**src/rtl/sram_stage_sequencer.sv**
```systemverilog
// SRAM ownership sequencer: UART load, then an ordered chain of decoding stages, then VGA display.
// Build option: define SEQ_SIM_BYPASS_EN to skip the UART load after SIM_DELAY idle cycles (SRAM preloaded).
module sram_stage_sequencer #(
  parameter int NUM_STAGES   = 3,
  parameter int UART_TIMEOUT = 49999999,
  parameter int TIMER_W      = 26,
  parameter int SIM_DELAY    = 10
) (
  input  logic                     CLOCK_50_I,
  input  logic                     resetn,
  input  logic                     uart_rx_i,
  input  logic                     pb_start,
  input  logic [NUM_STAGES-1:0]    stage_mask,
  input  logic [17:0]              uart_sram_address,
  input  logic [15:0]              uart_sram_write_data,
  input  logic                     uart_sram_we_n,
  output logic                     uart_rx_initialize,
  output logic                     uart_rx_enable,
  output logic                     vga_enable,
  input  logic [17:0]              vga_sram_address,
  output logic [NUM_STAGES-1:0]    stage_start,
  input  logic [NUM_STAGES-1:0]    stage_finish,
  input  logic [18*NUM_STAGES-1:0] stage_sram_address,
  input  logic [16*NUM_STAGES-1:0] stage_sram_write_data,
  input  logic [NUM_STAGES-1:0]    stage_sram_we_n,
  output logic [17:0]              sram_address,
  output logic [15:0]              sram_write_data,
  output logic                     sram_we_n,
  output logic [2:0]               active_stage,
  output logic                     busy,
  output logic [2:0]               state_o
);

  typedef enum logic [2:0] {
    S_IDLE      = 3'd0,
    S_UART_EN   = 3'd1,
    S_UART_WAIT = 3'd2,
    S_STAGE_RUN = 3'd3,
    S_STAGE_GAP = 3'd4
  } state_e;

  typedef struct packed {
    logic       found;
    logic [2:0] idx;
  } pick_t;

`ifdef SEQ_SIM_BYPASS_EN
  localparam bit BYPASS_EN = 1'b1;
`else
  localparam bit BYPASS_EN = 1'b0;
`endif

  localparam logic [TIMER_W-1:0] TIMEOUT_VAL = TIMER_W'(UART_TIMEOUT);
  localparam logic [TIMER_W-1:0] SIM_VAL     = TIMER_W'(SIM_DELAY);

  // Lowest set bit of mask at or above index 'from'.
  function automatic pick_t pick_from(input logic [NUM_STAGES-1:0] mask, input logic [3:0] from);
    pick_t p;
    p = '0;
    for (int k = NUM_STAGES - 1; k >= 0; k--) begin
      if (mask[k] && (4'(k) >= from)) begin
        p.found = 1'b1;
        p.idx   = 3'(k);
      end
    end
    return p;
  endfunction

  function automatic logic [NUM_STAGES-1:0] onehot(input logic [2:0] idx);
    logic [NUM_STAGES-1:0] v;
    for (int k = 0; k < NUM_STAGES; k++) v[k] = (idx == 3'(k));
    return v;
  endfunction

  state_e                 state_q;
  logic [2:0]             stage_idx_q;
  logic [2:0]             active_stage_q;
  logic [NUM_STAGES-1:0]  run_mask_q;
  logic [NUM_STAGES-1:0]  start_q;
  logic                   rx_init_q;
  logic                   rx_en_q;
  logic                   vga_en_q;
  logic [TIMER_W-1:0]     timer_q;
  logic [TIMER_W-1:0]     timer_d;

  logic                   uart_start;
  logic                   bypass_fire;
  logic                   timeout_hit;
  pick_t                  first_pick;
  pick_t                  next_pick;

  logic [17:0]            stg_addr;
  logic [15:0]            stg_data;
  logic                   stg_we_n;
  logic                   stg_finish;

  assign uart_start  = ~uart_rx_i | pb_start;
  assign bypass_fire = BYPASS_EN && (timer_q == SIM_VAL);
  assign timeout_hit = (timer_q == TIMEOUT_VAL) && (uart_sram_address != 18'd0);
  assign first_pick  = pick_from(stage_mask, 4'd0);
  assign next_pick   = pick_from(run_mask_q, {1'b0, stage_idx_q} + 4'd1);

  // Idle timer: restarts on every UART write or init pulse, saturates instead of wrapping.
  always_comb begin
    // NOTE: every path assigns timer_d, so no latch is inferred.
    timer_d = timer_q;
    if (rx_init_q || !uart_sram_we_n) timer_d = '0;
    else if (!(&timer_q))             timer_d = timer_q + TIMER_W'(1);
  end

  always_ff @(posedge CLOCK_50_I or negedge resetn) begin
    if (!resetn) timer_q <= '0;
    else         timer_q <= timer_d;
  end

  // Bus and finish of the selected stage, picked with constant indices only.
  always_comb begin
    stg_addr   = '0;
    stg_data   = '0;
    stg_we_n   = 1'b1;
    stg_finish = 1'b0;
    for (int k = 0; k < NUM_STAGES; k++) begin
      if (stage_idx_q == 3'(k)) begin
        stg_addr   = stage_sram_address[18*k +: 18];
        stg_data   = stage_sram_write_data[16*k +: 16];
        stg_we_n   = stage_sram_we_n[k];
        stg_finish = stage_finish[k];
      end
    end
  end

  always_ff @(posedge CLOCK_50_I or negedge resetn) begin
    if (!resetn) begin
      state_q        <= S_IDLE;
      stage_idx_q    <= '0;
      active_stage_q <= '0;
      run_mask_q     <= '0;
      start_q        <= '0;
      rx_init_q      <= 1'b0;
      rx_en_q        <= 1'b0;
      vga_en_q       <= 1'b1;
    end else begin
      // NOTE: nonblocking defaults make the UART controls single-cycle pulses.
      rx_init_q <= 1'b0;
      rx_en_q   <= 1'b0;
      unique case (state_q)
        S_IDLE: begin
          if (uart_start) begin
            rx_init_q <= 1'b1;
            vga_en_q  <= 1'b0;
            state_q   <= S_UART_EN;
          end else if (bypass_fire) begin
            run_mask_q <= stage_mask;
            if (first_pick.found) begin
              stage_idx_q    <= first_pick.idx;
              active_stage_q <= first_pick.idx;
              start_q        <= onehot(first_pick.idx);
              vga_en_q       <= 1'b0;
              state_q        <= S_STAGE_RUN;
            end
          end
        end
        S_UART_EN: begin
          rx_en_q <= 1'b1;
          state_q <= S_UART_WAIT;
        end
        S_UART_WAIT: begin
          if (timeout_hit) begin
            rx_init_q  <= 1'b1;
            run_mask_q <= stage_mask;
            if (first_pick.found) begin
              stage_idx_q    <= first_pick.idx;
              active_stage_q <= first_pick.idx;
              start_q        <= onehot(first_pick.idx);
              state_q        <= S_STAGE_RUN;
            end else begin
              vga_en_q <= 1'b1;
              state_q  <= S_IDLE;
            end
          end
        end
        S_STAGE_RUN: begin
          if (stg_finish) begin
            start_q        <= '0;
            active_stage_q <= '0;
            state_q        <= S_STAGE_GAP;
          end
        end
        S_STAGE_GAP: begin
          if (next_pick.found) begin
            stage_idx_q    <= next_pick.idx;
            active_stage_q <= next_pick.idx;
            start_q        <= onehot(next_pick.idx);
            state_q        <= S_STAGE_RUN;
          end else begin
            vga_en_q <= 1'b1;
            state_q  <= S_IDLE;
          end
        end
        default: state_q <= S_IDLE;
      endcase
    end
  end

  // SRAM owner mux; write enable held inactive whenever the owner cannot write.
  always_comb begin
    sram_address    = '0;
    sram_write_data = '0;
    sram_we_n       = 1'b1;
    unique case (state_q)
      S_UART_EN, S_UART_WAIT: begin
        sram_address    = uart_sram_address;
        sram_write_data = uart_sram_write_data;
        sram_we_n       = uart_sram_we_n;
      end
      S_STAGE_RUN: begin
        sram_address    = stg_addr;
        sram_write_data = stg_data;
        sram_we_n       = stg_we_n;
      end
      S_IDLE:  sram_address = vga_sram_address;
      default: ;
    endcase
  end

  assign stage_start        = start_q;
  assign uart_rx_initialize = rx_init_q;
  assign uart_rx_enable     = rx_en_q;
  assign vga_enable         = vga_en_q;
  assign active_stage       = active_stage_q;
  assign busy               = (state_q != S_IDLE);
  assign state_o            = state_q;

endmodule

```
**config.mk**
```make
export PLATFORM = sky130hd
export DESIGN_NAME = sram_stage_sequencer
export DESIGN_NICKNAME = d
export VERILOG_FILES = /design/src/rtl/sram_stage_sequencer.sv
export SDC_FILE = /design/constraint.sdc
export NUM_CORES = 1
export LEC_CHECK = 0
export ABC_CLOCK_PERIOD_IN_PS = 2600
export BUFFER_PORTS_ARGS = -buffer_cell sky130_fd_sc_hd__buf_4
export CAP_MARGIN = 30
export CORE_MARGIN = 2
export CORE_UTILIZATION = 40
export CTS_BUF_LIST = sky130_fd_sc_hd__clkbuf_8
export CTS_CLUSTER_DIAMETER = 120
export DETAILED_ROUTE_END_ITERATION = 7
export PLACE_DENSITY_LB_ADDON = 0.12
export SKIP_LAST_GASP = 1
export SYNTH_ARGS = -nofsm -noshare
export SYNTH_HDL_FRONTEND = slang
export SYNTH_SLANG_ARGS = --single-unit
```
**constraint.sdc**
```tcl
create_clock -name CLOCK_50_I -period 2.6 [get_ports CLOCK_50_I]
set_input_delay 0.13 -clock CLOCK_50_I [delete_from_list [all_inputs] [get_ports CLOCK_50_I]]
set_output_delay 0.13 -clock CLOCK_50_I [all_outputs]
set_load 0.02 [all_outputs]
```
==> impl_results.md <==
- Initial antenna violation count: 0
- CTS buffer count: 5
- Layout cells sized above 1: 38.2%
- Post-route ant nets: 0
- CP peak stage delay: 0.51 ns
- Seq/Total Area, Yosys: 26.8%
- Grt ovf: 0
- Detailed Route Iter0 Violations: 198
- TNS Setup: 0 ns
- Pwr Total: 4.83 mW
- Post-synth EDFFs: 0
- CP arrival: 2.14 ns
- Min Tclk post-route: 2.27 ns
- Mapped Cells: 472
- IO Port Bufs: 214
- Die Height: 102 um
- Max Clk Rate: 0.440 GHz
- Routability cong.: 0.912
- Post-Syn Area: 3830 um2
- Worst ir drop on vdd: 0.510 mV
- CP required: 2.47 ns
- Seq cells post-synth: 41
- Drt total wl: 14100 um
- Synthesis-to-layout area growth: 46.3%
- Drc violations: 0
- Main synth FF type: dfrtp_1
- Depth of the CTS H-tree: 2
- Post-layout util: 60.4%
- Largest area contributor in the netlist: dfrtp_1
- FP Rows: 35
- RSZ-0062 raised after global routing: false
- CP endpoint kind: primary output
- Number of distinct library cells after synthesis: 60
- Max cap viols: 0
- Critical Path, Cell by Cell: nor2b_1, nand2b_1, nand2_1, a22o_1, buf_4
- DR vias: 4433
- Global-route wire length before repair: 21400 um
- CTS tree: yes
- Ratio of total power to cell area: 861 nW/um2
- Hold-fix buffers, CTS: 1
- Area contributors post-synth: dfrtp_1 (26%), mux2i_1 (9.7%), a211oi_1 (7.6%)
- Period utilisation layout: 87.4%
- Status: complete, no violations
- Place WS: 0.549 ns
- CORE AREA: 9280 um2
- Pin count of the biggest net entering global routing: 73
- Ant diodes: 0
- Worst-skew pair later-pin latency: 0.30 ns
- Relative slew slack: 35.4%
- Ports: 216
- Non-Filler Instances: 791
- Vias per cell: 5.60
- CP startpoint kind: register
- GRT Overall Usage: 26.0%
- Die area: 10400 um2
- Top cell type's share of synthesized area: 26.1%
- Async SR Flop Fraction: 100%
- LEAKAGE: 2.54 nW
- WL/cell: 17.9 um
- Hold/Removal Path Class: in2reg
- Final WS setup: 0.328 ns
- Measured slew at the worst slew-check pin: 0.969 ns
- Die Width: 102 um
- Mapped Nets: 641
- Top-count cell post-synth: nand2_1
- Root Driver: clkbuf_8
- Mapped Avg Cell Area: 8.12 um2
- Starting Density: 41.3%
- Commonest cells post-synth: nand2_1 (55), dfrtp_1 (40), a211oi_1 (39)
- Post-CTS Setup Bufs: 0
- Vias in the first global route: 4227
- Fillers: 841
- Clock Skew: 0.0115 ns
- Slew Limit Fails: 0
- Kind of critical path: reg2out
- Nets: 830
- YS warnings: 0
- Final setup viols: 0
- Post-cts resize count: 0
- Worst path slowest cell: nand2_1
- Reg clk slew, reported paths: 0.08 ns
- DP HPWL: 11100 um
- Hold Violations, Final: 0
- Max FO, Critical Path: 16
- Clk buf depth: 2
- Clock tree sinks: 41
- Dpl cells: 782
- Router iterations before antenna repair: 5
## kinds of logic (layout without fill, tap and decap cells)
| kind of cell | Yosys count | in the layout | share of synthesized area [%] |
|---|---|---|---|
| adder cells (fa/ha/maj) | 1 | 1 | 0.326 |
| other | 1 | 1 | 0.0978 |
| XOR/XNOR | 10 | 10 | 2.28 |
| flip-flops | 41 | 41 | 26.8 |
| AND/OR/NAND/NOR | 163 | 163 | 23.0 |
| AO/OA/AOI/OAI | 165 | 165 | 31.2 |
| buffers and inverters | 52 | 242 | 6.07 |
| multiplexers | 39 | 39 | 10.2 |
## through the flow
step                hold WS, ns  area (um2)
global route             0.0856        5610
global placement          0.137        5480
CTS                      0.0793        5610
detailed placement        0.141        5480
floorplan                -0.166        3830
finish                   0.0804        5610
## registers in the layout, indices dropped and copies added, names as in the netlist
register and flops:
stage_start 3, active_stage 2, stage_idx_q 2, uart_rx_enable 1, state_o 3, run_mask_q 2, timer_q 26, uart_rx_initialize 1
vga_enable 1
## final timing paths
path	startpoint	end	slack (ns)	cells past startpoint
hold reg to reg	active_stage[1]	active_stage[1]	0.49	1
setup / recovery	state_o[1]	sram_write_data[3]	0.33	5
hold / removal	stage_mask[1]	run_mask_q[1]	0.08	2
min in group asynchronous	resetn	run_mask_q[1]	0.34	2
setup reg to reg	timer_q[10]	timer_q[23]	0.56	5
max in group asynchronous	resetn	stage_idx_q[0]	1.87	2
## layer usage
layer  vias to the layer above  wire length [um]  global-route usage [%]
li1                       2155                 -                       -
met3                        35               905                    4.86
met5                         -                 0                       0
met4                         0               430                    9.44
met1                      2079              5760                    31.5
met2                       164              7030                    46.2
## placed cells by master (no fill, tap or decap), drive strengths merged, types with 9 or more instances in the layout
cell	n
buf	223
nand2	55
a211oi	42
o21ai	41
dfrtp	40
mux2i	37
nor2	27
nor2b	22
o211ai	20
a22o	17
a31oi	11
inv	10
a21o	9
xnor2	9
## cell type report
type	count	area [um2]	area share [%]
Multi-Input combinational cell	379	2580	45.9
Tap cell	129	161	2.88
Inverter	10	37.5	0.669
Clock buffer	6	82.6	1.47
Timing Repair Buffer	224	1680	30.0
Sequential cell	41	1030	18.4
Clock inverter	2	37.5	0.669
## critical path: cells and delay by family (launching register included)
kind | cells | cell delay, ns
simple gates | 3 | 0.97
flops | 1 | 0.45
buf+inv | 1 | 0.15
compound gates | 1 | 0.27
## report_power, final
group / internal, mW / switching, mW / total, mW
registers: 0.733 / 0.0837 / 0.817
logic: 1.46 / 2.02 / 3.48
clock network: 0.312 / 0.224 / 0.536
No activity file was read; power rests on OpenSTA's default activity.
